$ cat src/rtl/fetch_pkg.sv
// Shared types and constants for the instruction fetch front end.
package fetch_pkg;

  typedef enum logic {
    IDLE = 1'b0,
    RUN  = 1'b1
  } fetch_state_t;

  typedef struct packed {
    logic [63:0] pc;
    logic [31:0] opcode;
  } fetch_entry_t;

  localparam int FETCH_DEPTH_DEFAULT = 4;

  // Instructions are word aligned; the low two address bits are forced to zero.
  function automatic logic [63:0] align_pc(input logic [63:0] addr);
    return addr & ~64'd3;
  endfunction

endpackage

$ cat src/rtl/fetch_queue.sv
// Circular buffer of fetched instructions with push, pop, flush and a
// combinational head. Flush wins over push and pop in the same cycle.
module fetch_queue
  import fetch_pkg::*;
#(
  parameter int DEPTH = FETCH_DEPTH_DEFAULT,
  parameter int CW    = $clog2(DEPTH) + 1
) (
  input  logic         clk,
  input  logic         reset_n,
  input  logic         push_i,
  input  fetch_entry_t push_data_i,
  input  logic         pop_i,
  input  logic         flush_i,
  output logic [CW-1:0] count_o,
  output fetch_entry_t head_o
);

  localparam int AW = $clog2(DEPTH);

  fetch_entry_t    mem_q [DEPTH];
  logic [AW-1:0]   rd_ptr_q;
  logic [AW-1:0]   wr_ptr_q;
  logic [CW-1:0]   count_q;
  logic            do_push;
  logic            do_pop;

  assign do_pop  = pop_i  & (count_q != '0)          & ~flush_i;
  assign do_push = push_i & (count_q != CW'(DEPTH))  & ~flush_i;

  // Pointer and occupancy tracking; a flush empties the ring at once.
  always_ff @(posedge clk or negedge reset_n) begin
    if (!reset_n) begin
      rd_ptr_q <= '0;
      wr_ptr_q <= '0;
      count_q  <= '0;
    end else if (flush_i) begin
      rd_ptr_q <= '0;
      wr_ptr_q <= '0;
      count_q  <= '0;
    end else begin
      if (do_push) wr_ptr_q <= wr_ptr_q + 1'b1;
      if (do_pop)  rd_ptr_q <= rd_ptr_q + 1'b1;
      count_q <= count_q + CW'(do_push) - CW'(do_pop);
    end
  end

  // Entry storage, written only on an accepted push.
  always_ff @(posedge clk) begin
    if (do_push) mem_q[wr_ptr_q] <= push_data_i;
  end

  // An empty queue presents zeros so the decode outputs are clean after reset.
  assign head_o  = (count_q != '0) ? mem_q[rd_ptr_q] : '0;
  assign count_o = count_q;

endmodule

$ cat src/rtl/fetch_unit.sv
// Instruction fetch front end: sequential word reads, credit-limited so the
// queue can never overflow, with redirect-time cancellation of in-flight
// reads via a drop counter. Define FETCH_PERF_EN to add the perf_fetched /
// perf_dropped saturating counters and their ports.
module fetch_unit
  import fetch_pkg::*;
#(
  parameter int DEPTH = FETCH_DEPTH_DEFAULT
) (
  input  logic        clk,
  input  logic        reset_n,
  input  logic        redir_vld_xx,
  input  logic [63:0] redir_addr_xx,
  output logic        imem_req_vld,
  input  logic        imem_req_rdy,
  output logic [63:0] imem_req_addr,
  input  logic        imem_rsp_vld,
  input  logic [31:0] imem_rsp_data,
  output logic        instn_vld_id,
  output logic [63:0] instn_pc_id,
  output logic [31:0] instn_opcode_id,
`ifdef FETCH_PERF_EN
  output logic [31:0] perf_fetched,
  output logic [31:0] perf_dropped,
`endif
  input  logic        i_issue_id
);

  localparam int CW = $clog2(DEPTH) + 1;
  typedef logic [CW:0] credit_t;

  fetch_state_t  state_q, state_d;
  logic [63:0]   fetch_pc_q, fetch_pc_d;
  logic [63:0]   rsp_pc_q, rsp_pc_d;
  logic [CW-1:0] outstanding_q, outstanding_d;
  logic [CW-1:0] drop_cnt_q, drop_cnt_d;

  logic [CW-1:0] q_count;
  fetch_entry_t  q_head;
  fetch_entry_t  q_push_data;
  logic          q_push;
  logic          q_pop;
  logic          credit_ok;
  logic          req_hs;
  logic          rsp_ok;

  // Queued plus in-flight reads may never exceed the queue capacity.
  assign credit_ok = (credit_t'(q_count) + credit_t'(outstanding_q)) < credit_t'(DEPTH);
  assign req_hs    = imem_req_vld & imem_req_rdy;
  // A response with nothing outstanding is a protocol error and is ignored.
  assign rsp_ok    = imem_rsp_vld & (outstanding_q != '0);

  assign q_push      = rsp_ok & ~redir_vld_xx & (drop_cnt_q == '0);
  assign q_pop       = instn_vld_id & i_issue_id;
  assign q_push_data = '{pc: rsp_pc_q, opcode: imem_rsp_data};

  // State register.
  always_ff @(posedge clk or negedge reset_n) begin
    if (!reset_n) state_q <= IDLE;
    else          state_q <= state_d;
  end

  // Next state and request valid; a redirect cycle never issues a request.
  always_comb begin
    state_d      = state_q;
    imem_req_vld = 1'b0;
    case (state_q)
      IDLE: if (redir_vld_xx) state_d = RUN;
      RUN:  imem_req_vld = ~redir_vld_xx & credit_ok;
      default: state_d = IDLE;
    endcase
  end

  // PC, credit and drop bookkeeping; a redirect turns every read still in
  // flight after this cycle into a read to be discarded.
  always_comb begin
    fetch_pc_d    = fetch_pc_q;
    rsp_pc_d      = rsp_pc_q;
    drop_cnt_d    = drop_cnt_q;
    outstanding_d = outstanding_q + CW'(req_hs) - CW'(rsp_ok);
    if (redir_vld_xx) begin
      fetch_pc_d = align_pc(redir_addr_xx);
      rsp_pc_d   = align_pc(redir_addr_xx);
      drop_cnt_d = outstanding_d;
    end else begin
      if (req_hs) fetch_pc_d = fetch_pc_q + 64'd4;
      if (rsp_ok) begin
        if (drop_cnt_q != '0) drop_cnt_d = drop_cnt_q - 1'b1;
        else                  rsp_pc_d   = rsp_pc_q + 64'd4;
      end
    end
  end

  // Datapath registers.
  always_ff @(posedge clk or negedge reset_n) begin
    if (!reset_n) begin
      fetch_pc_q    <= '0;
      rsp_pc_q      <= '0;
      outstanding_q <= '0;
      drop_cnt_q    <= '0;
    end else begin
      fetch_pc_q    <= fetch_pc_d;
      rsp_pc_q      <= rsp_pc_d;
      outstanding_q <= outstanding_d;
      drop_cnt_q    <= drop_cnt_d;
    end
  end

  fetch_queue #(
    .DEPTH (DEPTH),
    .CW    (CW)
  ) u_queue (
    .clk         (clk),
    .reset_n     (reset_n),
    .push_i      (q_push),
    .push_data_i (q_push_data),
    .pop_i       (q_pop),
    .flush_i     (redir_vld_xx),
    .count_o     (q_count),
    .head_o      (q_head)
  );

  assign imem_req_addr   = fetch_pc_q;
  assign instn_vld_id    = (q_count != '0);
  assign instn_pc_id     = q_head.pc;
  assign instn_opcode_id = q_head.opcode;

`ifdef FETCH_PERF_EN
  logic [31:0] perf_fetched_q;
  logic [31:0] perf_dropped_q;
  logic        rsp_discard;

  // Every accepted response is either pushed or discarded.
  assign rsp_discard = rsp_ok & ~q_push;

  // Saturating event counters, untouched by redirect.
  always_ff @(posedge clk or negedge reset_n) begin
    if (!reset_n) begin
      perf_fetched_q <= '0;
      perf_dropped_q <= '0;
    end else begin
      if (q_push && perf_fetched_q != '1)      perf_fetched_q <= perf_fetched_q + 32'd1;
      if (rsp_discard && perf_dropped_q != '1) perf_dropped_q <= perf_dropped_q + 32'd1;
    end
  end

  assign perf_fetched = perf_fetched_q;
  assign perf_dropped = perf_dropped_q;
`endif

endmodule

$ cat config.mk
export PLATFORM = sky130hd
export DESIGN_NAME = fetch_unit
export DESIGN_NICKNAME = d
export VERILOG_FILES = /design/src/rtl/fetch_pkg.sv /design/src/rtl/fetch_queue.sv /design/src/rtl/fetch_unit.sv
export SDC_FILE = /design/constraint.sdc
export NUM_CORES = 1
export LEC_CHECK = 0
export ABC_CLOCK_PERIOD_IN_PS = 8100
export CAP_MARGIN = 5
export CORE_MARGIN = 3
export CORE_UTILIZATION = 45
export CTS_BUF_LIST = sky130_fd_sc_hd__clkbuf_4 sky130_fd_sc_hd__clkbuf_8
export CTS_CLUSTER_DIAMETER = 60
export CTS_CLUSTER_SIZE = 12
export DETAILED_ROUTE_END_ITERATION = 10
export HOLD_SLACK_MARGIN = 0.05
export PLACE_DENSITY_LB_ADDON = 0.25
export SLEW_MARGIN = 20
export SYNTH_ARGS = -nofsm -noshare
export SYNTH_HDL_FRONTEND = slang
export SYNTH_SLANG_ARGS = --single-unit
export TNS_END_PERCENT = 100
$ cat constraint.sdc
create_clock -name clk -period 8.1 [get_ports clk]
set_input_delay 0.81 -clock clk [delete_from_list [all_inputs] [get_ports clk]]
set_output_delay 0.81 -clock clk [all_outputs]
set_load 0.01 [all_outputs]
==> impl_metrics.csv <==
group,metric,value,unit
sta,final.period_utilization,53.9,%
worst_setup_path,timing.rr.end,"u_queue.mem_q[0][2]$_DFFE_PP_",
sta,worstMarginPinSlew,1.03,ns
sta,finalClockSkew,0.0317,ns
placed_design,placed_area,0.0255,sq mm
die,floorplan.core_area,0.0483,sq mm
route,per_cell_via_count_in_the_routed_design,5.66,
logic_synthesis,synth_most_common_cell,"edfxtp_1",
grt,grt.total_usage,20.9,%
logic_synthesis,synth-edff-count,376,
power_and_ir_drop,irDropWorstVdd,0.250,mV
grt,grt_start_max_net_pins,98,
sta,hold_violations,0,
sta,clock.fmax,229,MHz
worst_setup_path,cp-start-kind,"register",
logic_synthesis,yosys-top-cells-count,"edfxtp_1, dfrtp_1, nand2_1, and2_1, mux4_2",
route,route.detailed.drc,0,
die,start_util,46.0,%
clock_tree,htreeDepth,2,
cells_and_area,finish.net_count,1874,
worst_setup_path,ff2ff_setup_slack,4.77,ns
grt,first_global_vias,14000,
grt,gr-total-overflow,0,
cells_and_area,area_growth_syn_to_layout,18.9,%
logic_synthesis,synthArstFlopShare,26.8,%
grt,grt_pass1_wl,85100,um
logic_synthesis,mappedNetlistArea,0.0223,sq mm
route,antenna_violating_nets_post_route,0,
clock_tree,postCtsSetupBuffers,0,
die,chipHeight,228,um
status,run_status,"finished clean",
die,fp_rows,80,
worst_setup_path,critPathMaxFanout,34,
grt,grt_antenna_before_repair,1,
sta,rsz0062_at_grt,"no",
logic_synthesis,post_synth.cell_area_avg,14.8,sq um
logic_synthesis,postSynth.topFlopCell,"edfxtp_1",
worst_setup_path,launch_instance_of_the_worst_register_to_register_path,"drop_cnt_q[0]$_DFFE_PN0P_",
route,post_drt_wl_per_cell,22.4,um
sta,slew_violations,0,
logic_synthesis,post-synth-top-area-cell,"edfxtp_1",
worst_setup_path,r2r_worst_path_depth,7,
sta,max-slew-margin-rel,31.0,%
route,wl,54600,um
logic_synthesis,netlist-cell-type-count,66,
cells_and_area,finalNonFillerCells,2436,
clock_tree,post_cts.resized_instances,0,
logic_synthesis,netlist.area_leader.share,50.7,%
placed_design,routabilityCongestion,0.870,
logic_synthesis,yosys_warnings,0,
sta,period_minus_slack,4.37,ns
clock_tree,max-clock-path-buffers,3,
logic_synthesis,netlist_instances,1502,
flow_run,maxCapViolations,0,
die,design.die.area,0.0522,sq mm
route,detailedRoute.firstIterationViolations,1114,
placed_design,hpwl,35100,um
logic_synthesis,yosys-top-cells-area,"edfxtp_1, dfrtp_1, mux4_2",
logic_synthesis,yosys_register_bits,514,
power_and_ir_drop,power_density,270,mW/mm^2
placed_design,place_inst,2358,
clock_tree,cts-hold-fix-buffers,0,
clock_tree,tritoncts_num_sinks,514,
die,die-width,228,um
clock_tree,total_clock_buffers_created_by_cts,52,
clock_tree,clk_transition_reported_paths,0.08,ns
route,via_count,13800,
worst_setup_path,worst-endpoint-required,7.29,ns
cells_and_area,stdcell_area,0.0265,sq mm
cells_and_area,drive_above_1_share,13.4,%
logic_synthesis,yosysSeqAreaShare,66.2,%
die,pin_count,264,
worst_setup_path,critical_path_data_arrival_time,3.56,ns
sta,setup_total_negative_slack,0,ns
placed_design,number_of_i_o_port_buffers,257,
sta,holdWs,0.217,ns
route,dr.pass1.iters,5,
clock_tree,clock_network_latency_to_the_later_pin_of_the_worst_skew_pair,0.64,ns
power_and_ir_drop,leakage,8.78,nW
sta,timing.final.setup_violations,0,
worst_setup_path,critPathCaptureType,"output pin",
clock_tree,cts.root.buffer_cell,"clkbuf_8",
clock_tree,cts_tree,"yes",
worst_setup_path,timing_worst_setup_path_type,"reg2out",
min_path,min_path_type,"in2async",
[critical path, cell delays in order, from the launching register on]
cell	delay, ns
dfrtp_4	0.85
buf_4	0.70
mux4_2	0.58
and2_1	0.16
clkdlybuf4s50_1	0.56
[area by class of cell]
| type | count | area (sq um) |
|---|---|---|
| Antenna cell | 2 | 5.00 |
| Sequential cell | 514 | 14800 |
| Tap cell | 656 | 821 |
| Inverter | 34 | 128 |
| Timing Repair Buffer | 272 | 2680 |
| Clock buffer | 67 | 841 |
| Clock inverter | 9 | 136 |
| Fill cell | 3997 | 21900 |
| Multi-Input combinational cell | 882 | 7100 |
[metrics by stage]
| step | total power, W | worst slack [ns] | util (%) |
|---|---|---|---|
| detailed placement | 0.00560 | 3.95 | 52.7 |
| global placement | 0.00558 | 3.95 | 52.7 |
| finish | 0.00714 | 3.73 | 54.7 |
| floorplan | 0.00445 | 3.57 | - |
| global route | 0.00751 | 3.47 | 54.7 |
| CTS | 0.00724 | 3.60 | 54.7 |
[per-layer routing]
layer	track usage, %	up-vias	part of all wire [%]
li1	-	6217	-
met1	31.2	7060	46
met2	32.0	432	46
met3	3.81	69	6.1
met4	4.99	0	2.0
met5	0	-	0
[placed cells by master, fill, tap and decap left out, drive strengths merged, types with 14 or more instances in the layout]
master         instances
edfxtp               376
clkdlybuf4s50        255
dfrtp                138
nand2                129
and2                 104
mux4                  94
o21ai                 75
clkbuf                67
nand3                 62
nor2                  57
xnor2                 47
nand4                 44
inv                   35
xor2                  34
nor3                  29
nor4                  28
o211ai                24
o311ai                21
a21oi                 18
mux2                  17
buf                   17
ha                    14
and3                  14
[power breakdown]
group / leakage (nW) / switching [W] / total [W] / internal [W]
combinational: 3.21 / 0.00106 / 0.00223 / 0.00117
clock: 0.514 / 0.000872 / 0.00164 / 0.000769
sequential: 5.05 / 0.000258 / 0.00328 / 0.00302
total: 8.78 / 0.00219 / 0.00714 / 0.00495
[logic make-up (layout without fill, tap and decap cells)]
group	Yosys count	after routing	synth area share [%]
AND/OR/NAND/NOR	505	505	12.5
multiplexers	113	113	10.5
adder cells (fa/ha/maj)	16	16	0.967
buffers and inverters	109	382	1.97
other	1	6	0.0168
XOR/XNOR	81	81	3.19
AO/OA/AOI/OAI	163	163	4.68
flip-flops	514	514	66.2
[flip-flops by register name, indices dropped and copies added, names as in the netlist]
| register | count |
|---|---|
| drop_cnt_q | 3 |
| imem_req_addr | 62 |
| outstanding_q | 3 |
| rsp_pc_q | 62 |
| state_q | 1 |
| u_queue.count_o | 3 |
| u_queue.mem_q | 376 |
| u_queue.rd_ptr_q | 2 |
| u_queue.wr_ptr_q | 2 |
[worst max path at each step]
stage                                          from                              to  slack, ns  depth (start not counted)
floorplan                              imem_rsp_vld   u_queue.mem_q[0][0]$_DFFE_PP_       3.57                          3
global placement                       imem_rsp_vld  u_queue.mem_q[0][85]$_DFFE_PP_       3.95                          6
detailed placement                     imem_rsp_vld  u_queue.mem_q[3][20]$_DFFE_PP_       3.95                          6
CTS                 u_queue.rd_ptr_q[0]$_DFFE_PN0P_                 instn_pc_id[28]       3.60                          4
global route        u_queue.rd_ptr_q[0]$_DFFE_PN0P_                 instn_pc_id[28]       3.47                          4
finish              u_queue.rd_ptr_q[0]$_DFFE_PN0P_                 instn_pc_id[28]       3.73                          4
No activity file was read; power rests on OpenSTA's default activity.
